[src/rtl/cap_decoder_win_if.sv]
// Camera-side and FIFO-side signal bundle for cap_decoder_win.
// The master modport drives camera pins, configuration and FIFOFULL; the slave (decoder) drives the FIFO write side.
interface cap_decoder_win_if #(
  parameter int CNT_W  = 12,
  parameter int FCNT_W = 8
);
  logic [7:0]        CAMDATA;
  logic              HREF;
  logic              VSYNC;
  logic              CAPON;
  logic              ORDER;
  logic [CNT_W-1:0]  HSTART;
  logic [CNT_W-1:0]  HSIZE;
  logic [CNT_W-1:0]  VSTART;
  logic [CNT_W-1:0]  VSIZE;
  logic              FIFOFULL;
  logic [47:0]       FIFOIN;
  logic              FIFOWR;
  logic              FIFORST;
  logic              CAPACT;
  logic              OVF;
  logic [FCNT_W-1:0] FRMCNT;

  modport master (
    output CAMDATA, HREF, VSYNC, CAPON, ORDER, HSTART, HSIZE, VSTART, VSIZE, FIFOFULL,
    input  FIFOIN, FIFOWR, FIFORST, CAPACT, OVF, FRMCNT
  );

  modport slave (
    input  CAMDATA, HREF, VSYNC, CAPON, ORDER, HSTART, HSIZE, VSTART, VSIZE, FIFOFULL,
    output FIFOIN, FIFOWR, FIFORST, CAPACT, OVF, FRMCNT
  );
endinterface

[src/rtl/cap_decoder_win.sv]
// YUV 4:2:2 camera byte stream to paired 24-bit RGB words, with crop window,
// selectable byte order, frame-aligned capture enable and FIFO overflow tracking.
module cap_decoder_win #(
  parameter int CNT_W  = 12,
  parameter int FCNT_W = 8
) (
  input  logic              PCLK,
  input  logic              PRST,
  cap_decoder_win_if.slave  bus
);
  localparam int ACC_W = 20;

  function automatic logic signed [ACC_W-1:0] sx(input logic [7:0] b,
                                                  input logic signed [ACC_W-1:0] off);
    return $signed({{(ACC_W-8){1'b0}}, b}) - off;
  endfunction

  function automatic logic [7:0] rnd_sat(input logic signed [ACC_W-1:0] s);
    logic signed [ACC_W-1:0] t;
    t = (s + ACC_W'(128)) >>> 8;
    if (t < 0)                 return 8'd0;
    else if (t > ACC_W'(255))  return 8'hFF;
    else                       return t[7:0];
  endfunction

  logic [7:0]              r_cam_ff;
  logic                    r_href_ff, r_href_d, r_vsync_ff, r_vsync_d;
  logic [CNT_W:0]          r_bcnt;
  logic [CNT_W-1:0]        r_lcnt;
  logic [7:0]              r_b0, r_b1, r_b2;
  logic                    r_capact, r_ovf;
  logic [FCNT_W-1:0]       r_frmcnt;
  logic [7:0]              r_u_p0, r_y0_p0, r_v_p0, r_y1_p0;
  logic                    r_vld_p0;
  logic signed [ACC_W-1:0] r_c0_p1, r_c1_p1, r_re_p1, r_gd_p1, r_ge_p1, r_bd_p1;
  logic                    r_vld_p1;
  logic [47:0]             r_rgb_p2;
  logic                    r_vld_p2;

  logic                    w_fstart, w_quad_done, w_in_win;
  logic [1:0]              w_phase;
  logic [CNT_W:0]          w_xpair, w_hend, w_vend;
  logic [7:0]              w_u, w_y0, w_v, w_y1;
  logic [23:0]             w_px0, w_px1;

  assign w_fstart    = r_vsync_d & ~r_vsync_ff;
  assign w_phase     = r_bcnt[1:0];
  assign w_quad_done = r_href_ff & ~r_vsync_ff & (w_phase == 2'd3);
  // Window test is done one bit wider so START+SIZE never wraps.
  assign w_xpair     = {1'b0, r_bcnt[CNT_W:2], 1'b0};
  assign w_hend      = {1'b0, bus.HSTART} + {1'b0, bus.HSIZE};
  assign w_vend      = {1'b0, bus.VSTART} + {1'b0, bus.VSIZE};
  assign w_in_win    = (w_xpair >= {1'b0, bus.HSTART}) && (w_xpair < w_hend) &&
                       (r_lcnt >= bus.VSTART) && ({1'b0, r_lcnt} < w_vend);

  always_comb begin
    w_u  = r_b0;
    w_y0 = r_b1;
    w_v  = r_b2;
    w_y1 = r_cam_ff;
    if (bus.ORDER) begin
      w_y0 = r_b0;
      w_u  = r_b1;
      w_y1 = r_b2;
      w_v  = r_cam_ff;
    end
  end

  always_ff @(posedge PCLK) begin
    r_cam_ff <= bus.CAMDATA;
  end

  always_ff @(posedge PCLK) begin
    if (PRST) begin
      r_href_ff  <= 1'b0;
      r_href_d   <= 1'b0;
      r_vsync_ff <= 1'b0;
      r_vsync_d  <= 1'b0;
    end else begin
      r_href_ff  <= bus.HREF;
      r_href_d   <= r_href_ff;
      r_vsync_ff <= bus.VSYNC;
      r_vsync_d  <= r_vsync_ff;
    end
  end

  always_ff @(posedge PCLK) begin
    if (PRST) begin
      r_bcnt <= '0;
      r_lcnt <= '0;
    end else begin
      if (r_vsync_ff || !r_href_ff) r_bcnt <= '0;
      else                          r_bcnt <= r_bcnt + 1'b1;
      if (r_vsync_ff || w_fstart)
        r_lcnt <= '0;
      else if (r_href_d && !r_href_ff && (r_lcnt != '1))
        r_lcnt <= r_lcnt + 1'b1;
    end
  end

  always_ff @(posedge PCLK) begin
    if (PRST) begin
      r_capact <= 1'b0;
      r_ovf    <= 1'b0;
      r_frmcnt <= '0;
    end else if (w_fstart) begin
      r_capact <= bus.CAPON;
      r_ovf    <= 1'b0;
      if (r_capact) r_frmcnt <= r_frmcnt + 1'b1;
    end else if (r_vld_p2 && bus.FIFOFULL && !r_vsync_ff) begin
      r_ovf <= 1'b1;
    end
  end

  always_ff @(posedge PCLK) begin
    if (PRST) begin
      r_vld_p0 <= 1'b0;
      r_vld_p1 <= 1'b0;
      r_vld_p2 <= 1'b0;
    end else begin
      r_vld_p0 <= w_quad_done & r_capact & w_in_win;
      r_vld_p1 <= r_vld_p0 & ~r_vsync_ff;
      r_vld_p2 <= r_vld_p1 & ~r_vsync_ff;
    end
  end

  // p0: byte demux, quad latched on the fourth byte
  always_ff @(posedge PCLK) begin
    if (r_href_ff) begin
      case (w_phase)
        2'd0:    r_b0 <= r_cam_ff;
        2'd1:    r_b1 <= r_cam_ff;
        2'd2:    r_b2 <= r_cam_ff;
        default: ;
      endcase
    end
    if (w_quad_done) begin
      r_u_p0  <= w_u;
      r_y0_p0 <= w_y0;
      r_v_p0  <= w_v;
      r_y1_p0 <= w_y1;
    end
  end

  // p1: colour-conversion products
  always_ff @(posedge PCLK) begin
    if (r_vld_p0) begin
      r_c0_p1 <= sx(r_y0_p0, ACC_W'(16))  * ACC_W'(298);
      r_c1_p1 <= sx(r_y1_p0, ACC_W'(16))  * ACC_W'(298);
      r_re_p1 <= sx(r_v_p0,  ACC_W'(128)) * ACC_W'(409);
      r_gd_p1 <= sx(r_u_p0,  ACC_W'(128)) * ACC_W'(100);
      r_ge_p1 <= sx(r_v_p0,  ACC_W'(128)) * ACC_W'(208);
      r_bd_p1 <= sx(r_u_p0,  ACC_W'(128)) * ACC_W'(516);
    end
  end

  assign w_px0 = {rnd_sat(r_c0_p1 + r_re_p1),
                  rnd_sat(r_c0_p1 - r_gd_p1 - r_ge_p1),
                  rnd_sat(r_c0_p1 + r_bd_p1)};
  assign w_px1 = {rnd_sat(r_c1_p1 + r_re_p1),
                  rnd_sat(r_c1_p1 - r_gd_p1 - r_ge_p1),
                  rnd_sat(r_c1_p1 + r_bd_p1)};

  // p2: summed, rounded and clamped output word
  always_ff @(posedge PCLK) begin
    if (PRST)          r_rgb_p2 <= '0;
    else if (r_vld_p1) r_rgb_p2 <= {w_px1, w_px0};
  end

  assign bus.FIFOIN  = r_rgb_p2;
  assign bus.FIFOWR  = r_vld_p2 & ~bus.FIFOFULL & ~r_vsync_ff;
  assign bus.FIFORST = PRST | r_vsync_ff;
  assign bus.CAPACT  = r_capact;
  assign bus.OVF     = r_ovf;
  assign bus.FRMCNT  = r_frmcnt;
endmodule

[src/flat_wrapper.sv]
// flat-port wrapper written by rule: the top's interface ports become plain ports
module cap_decoder_win_flat 
#(
  parameter int CNT_W  = 12,
  parameter int FCNT_W = 8
)
  (PCLK, PRST, bus_CAMDATA, bus_HREF, bus_VSYNC, bus_CAPON, bus_ORDER, bus_HSTART, bus_HSIZE, bus_VSTART, bus_VSIZE, bus_FIFOFULL, bus_FIFOIN, bus_FIFOWR, bus_FIFORST, bus_CAPACT, bus_OVF, bus_FRMCNT);
  cap_decoder_win_if #(.CNT_W(CNT_W), .FCNT_W(FCNT_W)) bus_i ();
  input  logic PCLK;
  input  logic PRST;
  input wire logic [$bits(bus_i.CAMDATA)-1:0] bus_CAMDATA;
  input wire logic [$bits(bus_i.HREF)-1:0] bus_HREF;
  input wire logic [$bits(bus_i.VSYNC)-1:0] bus_VSYNC;
  input wire logic [$bits(bus_i.CAPON)-1:0] bus_CAPON;
  input wire logic [$bits(bus_i.ORDER)-1:0] bus_ORDER;
  input wire logic [$bits(bus_i.HSTART)-1:0] bus_HSTART;
  input wire logic [$bits(bus_i.HSIZE)-1:0] bus_HSIZE;
  input wire logic [$bits(bus_i.VSTART)-1:0] bus_VSTART;
  input wire logic [$bits(bus_i.VSIZE)-1:0] bus_VSIZE;
  input wire logic [$bits(bus_i.FIFOFULL)-1:0] bus_FIFOFULL;
  output wire logic [$bits(bus_i.FIFOIN)-1:0] bus_FIFOIN;
  output wire logic [$bits(bus_i.FIFOWR)-1:0] bus_FIFOWR;
  output wire logic [$bits(bus_i.FIFORST)-1:0] bus_FIFORST;
  output wire logic [$bits(bus_i.CAPACT)-1:0] bus_CAPACT;
  output wire logic [$bits(bus_i.OVF)-1:0] bus_OVF;
  output wire logic [$bits(bus_i.FRMCNT)-1:0] bus_FRMCNT;
  assign bus_i.CAMDATA = bus_CAMDATA;
  assign bus_i.HREF = bus_HREF;
  assign bus_i.VSYNC = bus_VSYNC;
  assign bus_i.CAPON = bus_CAPON;
  assign bus_i.ORDER = bus_ORDER;
  assign bus_i.HSTART = bus_HSTART;
  assign bus_i.HSIZE = bus_HSIZE;
  assign bus_i.VSTART = bus_VSTART;
  assign bus_i.VSIZE = bus_VSIZE;
  assign bus_i.FIFOFULL = bus_FIFOFULL;
  assign bus_FIFOIN = bus_i.FIFOIN;
  assign bus_FIFOWR = bus_i.FIFOWR;
  assign bus_FIFORST = bus_i.FIFORST;
  assign bus_CAPACT = bus_i.CAPACT;
  assign bus_OVF = bus_i.OVF;
  assign bus_FRMCNT = bus_i.FRMCNT;
  cap_decoder_win #(.CNT_W(CNT_W), .FCNT_W(FCNT_W)) u_core (.PCLK(PCLK), .PRST(PRST), .bus(bus_i));
endmodule
[config.mk]
export PLATFORM = sky130hd
export DESIGN_NAME = cap_decoder_win_flat
export DESIGN_NICKNAME = d
export VERILOG_FILES = /design/src/rtl/cap_decoder_win_if.sv /design/src/rtl/cap_decoder_win.sv /design/src/flat_wrapper.sv
export SDC_FILE = /design/constraint.sdc
export NUM_CORES = 1
export LEC_CHECK = 0
export BUFFER_PORTS_ARGS = -buffer_cell sky130_fd_sc_hd__buf_2
export CORE_MARGIN = 1
export CORE_UTILIZATION = 53
export DETAILED_ROUTE_END_ITERATION = 8
export GPL_TIMING_DRIVEN = 0
export PLACE_DENSITY = 0.75
export SLEW_MARGIN = 40
export SYNTH_ARGS = -nofsm -noshare
export SYNTH_HDL_FRONTEND = slang
export SYNTH_SLANG_ARGS = --single-unit
[constraint.sdc]
create_clock -name PCLK -period 9.8 [get_ports PCLK]
set_clock_uncertainty 0.05 [all_clocks]
set_input_delay 1.96 -clock PCLK [delete_from_list [all_inputs] [get_ports PCLK]]
set_output_delay 1.96 -clock PCLK [all_outputs]
set_load 0.01 [all_outputs]
==> results of run 1 <==
## registers in the layout, summed over array words and instances, names as in the netlist, 8 cells and up
name and flops:
u_core.r_ge_p1 14, u_core.r_bd_p1 15, u_core.r_lcnt 12, u_core.r_bcnt 13, u_core.r_u_p0 8, u_core.r_b1 8
u_core.r_gd_p1 18, u_core.r_re_p1 20, u_core.r_y0_p0 8, u_core.r_cam_ff 8, u_core.r_v_p0 8, u_core.r_c1_p1 19
u_core.r_c0_p1 19, u_core.r_b0 8, u_core.bus.FIFOIN 48, u_core.r_y1_p0 8, u_core.bus.FRMCNT 8, u_core.r_b2 8
## power groups by stage
stage | combinational, mW | clock [mW] | sequential [mW]
6_report | 0.125 | 1.20 | 1.16
5_1_grt | 0.142 | 1.25 | 1.16
4_1_cts | 0.126 | 1.22 | 1.16
3_5_place_dp | 0.125 | 0 | 1.18
3_3_place_gp | 0.120 | 0 | 1.18
2_1_floorplan | 0.0878 | 0 | 1.18
## Yosys cell counts (all sizes together), types with 3 or more instances
library cell / instances
inv: 313
a31oi: 6
nor2b: 19
o21ai: 97
a221o: 16
o31ai: 7
a211o: 4
a21o: 41
xor2: 69
nand4b: 4
nand2: 96
nor4: 6
a21boi: 9
or2: 7
fa: 82
xnor2: 89
dfxtp: 98
nor3: 26
edfxtp: 161
ha: 475
nor3b: 8
and3: 23
or3: 15
a211oi: 17
a311oi: 3
nand4: 15
nand2b: 23
nand3: 34
o21a: 22
mux2i: 7
nor2: 123
a21oi: 119
o211ai: 5
buf: 6
a22oi: 5
o21bai: 28
o31a: 3
and2: 18
o41ai: 3
nor4bb: 3
clkbuf: 14
mux2: 34
## per-stage QoR
| step | util | cell area [um2] | hold slack (ps) |
|---|---|---|---|
| 6_report | 0.5995 | 24640 | 395.3 |
| 2_1_floorplan | - | 22260 | 394.6 |
| 5_1_grt | 0.5995 | 24640 | 419.5 |
| 3_5_place_dp | 0.5735 | 23580 | 388.7 |
| 3_3_place_gp | 0.5724 | 23530 | 379.3 |
| 4_1_cts | 0.5995 | 24640 | 399.8 |
## cell families after synthesis
family                   count (synthesis)  synth area share
AO/OA/AOI/OAI                          406            0.1196
XOR/XNOR                               158           0.06217
adder cells (fa/ha/maj)                557            0.3408
buffers and inverters                  333           0.05616
flip-flops                             259            0.3053
multiplexers                            41           0.02035
AND/OR/NAND/NOR                        428           0.09567
## final cells by class
class / instances / area (um2)
Inverter: 313 / 1175
Buffer: 20 / 75.07
Sequential cell: 259 / 6800
Multi-Input combinational cell: 1590 / 14210
Clock buffer: 35 / 790.8
Timing Repair Buffer: 123 / 645.6
Tap cell: 532 / 665.6
Clock inverter: 23 / 277.8
Fill cell: 3408 / 16470
## worst paths after layout
kind                            to             startpoint  cells past startpoint
max             u_core.r_c0_p1[18]      u_core.r_y0_p0[4]                     19
min          u_core.bus.FIFOIN[40]  u_core.bus.FIFOIN[40]                      2
max reg2reg     u_core.r_c0_p1[18]      u_core.r_y0_p0[4]                     19
min reg2reg  u_core.bus.FIFOIN[40]  u_core.bus.FIFOIN[40]                      2
## routing by layer
metal	global-route usage	vias to the layer above	wire [um]	share of wire
met1	0.2818	7571	21420	0.43
met4	0.09150	0	2026	0.041
met5	0	-	0	0
met2	0.4275	354	24560	0.49
met3	0.02339	95	1817	0.036
li1	-	7983	-	-
## critical path: stages (launching register included)
cell	delay [ps]
edfxtp_1	410
inv_1	210
ha_1	220
nor3b_1	210
buf_1	560
ha_1	380
ha_1	300
inv_1	70
fa_1	430
fa_1	550
inv_1	40
ha_1	330
o21ai_0	130
a21boi_1	130
o21ai_0	200
a21oi_1	120
o21ai_1	170
a21oi_1	110
o31a_1	300
o31ai_1	510
==> reports/summary.txt, run 1 <==
Status: finished, violations left
Failing checks: design-rule violations
Post-Syn Area per Cell: 10.20 um2
Root Driver: clkbuf_16
Clock slew at reported path FFs: 60 ps
Antenna-violating nets left: 0
Gr usage total: 0.2343
Final Max Slew Viols: 0
Max-Slew Margin vs Limit: 0.4150
Sw Ratio: 0.2211
WP data required: 10,030 ps
CTS Buf Count: 31
Worst-Skew Late Latency: 570 ps
Die height: 206.9 um
Cells after Synth: 2,182
# resized after CTS: 0
Vias in the first global route: 16,030
Max clock buf depth: 3
I/O Pins: 123
Distinct cells, synth: 80
Antenna violations before repair: 0
RSZ-0062 raised after global routing: no
Hold Fails Final Rpt: 0
Synth top area share: 0.2670
Initial DRC count: 775
Setup_tns: 0 ps
Post-DP HPWL: 41,580 um
Combinational share of power: 0.050
Register area share after synthesis: 0.3053
Pin count of the biggest net entering global routing: 40
Post-place setup slack: 4121 ps
Area Overhead vs Synth: 10.71%
Worst slew pin tran: 875.7 ps
Share of layout cells above drive strength 1: 0.09945
Die Span X: 206.9 um
DR vias/cell: 5.528
Warnings from Yosys: 0
Ys async rst share: 0
NetSw: 0.5481 mW
# setup viols final: 0
Commonest non-fill, non-tap cells in the layout: ha_1 (475), inv_1 (313), edfxtp_1 (161), nor2_1 (123), buf_2 (121)
Final WL: 49,820 um
CTS tree: done
Core ar.: 0.04111 mm2
Max frequency: 174.3 MHz
EDFF count, synth: 161
RD Place Congestion: 0.9033
Top cells by area, synth: ha_1 (27%), edfxtp_1 (22%), dfxtp_1 (8.8%)
First-pass GRT wire length: 78,760 um
R2R setup slack: 4060 ps
Max Cap Violations: 0
I/O Buffers: 121
Clock power frac: 0.482
Critical Path Start Type: flip-flop
Hold WC Path Type: flip-flop to flip-flop
Sequential share of power: 0.467
# rows: 74
Yosys reg bits: 259
Lkg Pwr: 11.96 nW
CP Capture Type: flip-flop
Period utilization: 0.5855
Pwr/cell area: 100.6 mW/mm2
Crit path DAT: 5970 ps
Setup Buffers After CTS: 0
Congestion Overflow GR: 0
Dpl cells: 2,837
Largest area contributor in the netlist: ha_1
H-Tree Level Count: 1
Most common cell after layout, fill and taps aside: ha_1
Final std cells w/o fill: 2,895
Initial core utilization: 0.5415
Crit path max fanout: 14
Syn_nets: 2,802
Clock Sinks: 259
Wire per inst: 17.21 um
Mapped Area: 0.02226 mm2
Power, Total: 2.479 mW
Vias: 16,000
Final WS setup: 4062 ps
DR DRC count: 7
Synth Flop Type: edfxtp_1
Critical path type: flip-flop to flip-flop
Final Critical Period: 5738 ps
Pint: 1.931 mW
Fin nets: 2,958
Pre-antenna DRT Iters: 9
# diodes: 0
Peak supply drop: 0.1215 mV
Hold-fix buffers, CTS: 0
Die area: 0.04282 mm2
Note: power is estimated with default switching activity, not from simulation.
==> run 2, diff against run 1 <==
- clock period: 9.8 -> 5.6 ns (I/O delays scaled with it)
==> reports/summary.txt, run 2 (synthesis results as in run 1) <==
Max frequency: 190.8 MHz
Clock Sinks: 259
First-pass GRT wire length: 78,760 um
DR vias/cell: 5.513
Worst slew pin tran: 877.7 ps
Hold WC Path Type: flip-flop to flip-flop
Pin count of the biggest net entering global routing: 40
Failing checks: design-rule violations
Area Overhead vs Synth: 10.88%
Period utilization: 0.9358
Critical Path Start Type: flip-flop
# setup viols final: 0
Max reg flops: 48
Worst hold start: u_core.bus.FIFOIN[40]
Vias: 15,980
Final WL: 49,810 um
Crit path DAT: 5520 ps
CP Capture Type: flip-flop
Max-Slew Margin vs Limit: 0.4137
Final hold slack: 395.3 ps
RSZ-0062 raised after global routing: no
Core ar.: 0.04111 mm2
Dpl cells: 2,837
Max clock buf depth: 3
I/O Buffers: 121
Wire per inst: 17.18 um
Status: finished, violations left
Post-DP HPWL: 41,580 um
Hold-fix buffers, CTS: 0
Worst-Skew Late Latency: 570 ps
Peak supply drop: 0.2129 mV
Share of layout cells above drive strength 1: 0.1022
CTS tree: done
DR DRC count: 7
Lkg Pwr: 11.99 nW
Pre-antenna DRT Iters: 9
RR Startpoint: u_core.r_y0_p0[4]
Die area: 0.04282 mm2
Congestion Overflow GR: 0
Vias in the first global route: 16,030
Crit path max fanout: 14
Initial core utilization: 0.5415
Die Span X: 206.9 um
Final std cells w/o fill: 2,899
R2r endpoint: u_core.r_c0_p1[18]
RD Place Congestion: 0.9033
H-Tree Level Count: 1
I/O Pins: 123
Antenna violations before repair: 0
CTS Buf Count: 31
Pwr/cell area: 175.8 mW/mm2
Worst Hold End: u_core.bus.FIFOIN[40]
Final Max Slew Viols: 0
Critical path type: flip-flop to flip-flop
Die height: 206.9 um
Worst Reg2Reg Path Length in Cells: 19
Min-Delay Path Depth: 2
# diodes: 0
Root Driver: clkbuf_16
Clock slew at reported path FFs: 60 ps
Hold Fails Final Rpt: 0
WP data required: 5880 ps
Initial DRC count: 806
Antenna-violating nets left: 0
# rows: 74
Final Critical Period: 5240 ps
Max Cap Violations: 0
Fin nets: 2,962
Most common cell after layout, fill and taps aside: ha_1
R2R setup slack: 360 ps
Gr usage total: 0.2343
Commonest non-fill, non-tap cells in the layout: ha_1 (475), inv_1 (313), edfxtp_1 (161), nor2_1 (123), buf_2 (122)
run 2: where the power goes:
group / internal [mW] / leakage, nW / switching [mW]
clock network: 1.26 / 0.529 / 0.836
registers: 2.02 / 2.24 / 0.00886
logic: 0.103 / 9.21 / 0.115
total: 3.38 / 12.0 / 0.960
run 2: worst max-delay path by stage:
stage / start / endpoint / slack [ps] / cells after the start
final: u_core.r_y0_p0[4] / u_core.r_c0_p1[18] / 360 / 19
after global routing: u_core.r_y0_p0[4] / u_core.r_c0_p1[18] / 10 / 19
after CTS: u_core.r_v_p0[7] / u_core.r_re_p1[19] / 60 / 17
after detailed placement: u_core.r_y0_p0[4] / u_core.r_c0_p1[18] / -80 / 19
after global placement: u_core.r_y0_p0[4] / u_core.r_c0_p1[18] / 40 / 19
after floorplan: u_core.r_v_p0[7] / u_core.r_re_p1[18] / 780 / 17
run 2: metal layers:
layer  GRT usage  wire (um)
met5           0          0
met4     0.09150       2014
met3     0.02339       1806
met2      0.4275      24570
met1      0.2818      21410
run 2: worst max-delay path: stages (launching register included):
cell	delay (ps)
edfxtp_1	410
inv_1	210
ha_1	220
nor3b_1	200
buf_2	330
ha_1	320
ha_1	300
inv_1	70
fa_1	430
fa_1	550
inv_1	40
ha_1	330
o21ai_0	130
a21boi_1	130
o21ai_0	200
a21oi_1	120
o21ai_1	170
a21oi_1	110
o31a_1	310
o31ai_2	350
run 2: through the flow:
stage	power, mW	util	area, um2	worst slack, ps	setup TNS, ps
floorplan	2.218	-	22260	776.2	0
global placement	2.278	0.5724	23530	37.24	0
detailed placement	2.286	0.5735	23580	-78.80	-78.80
CTS	4.377	0.5995	24640	56.83	0
global route	4.472	0.6004	24680	12.01	0
finish	4.339	0.6004	24680	359.8	0
run 2: repair_timing:
action	4_1_cts	5_1_grt
setup buffers	0	4
pin swaps	0	0
gates resized for setup	1	2
setup endpoints to repair	1	7
run 2: area by class of cell:
class / count / area (um2)
clock buffer: 35 / 790.8
tap: 532 / 665.6
sequential: 259 / 6800
inverter: 313 / 1175
buffer: 20 / 77.57
clock inverter: 23 / 277.8
fill: 3403 / 16430
multi-input combinational: 1590 / 14220
timing repair buffer: 127 / 675.6
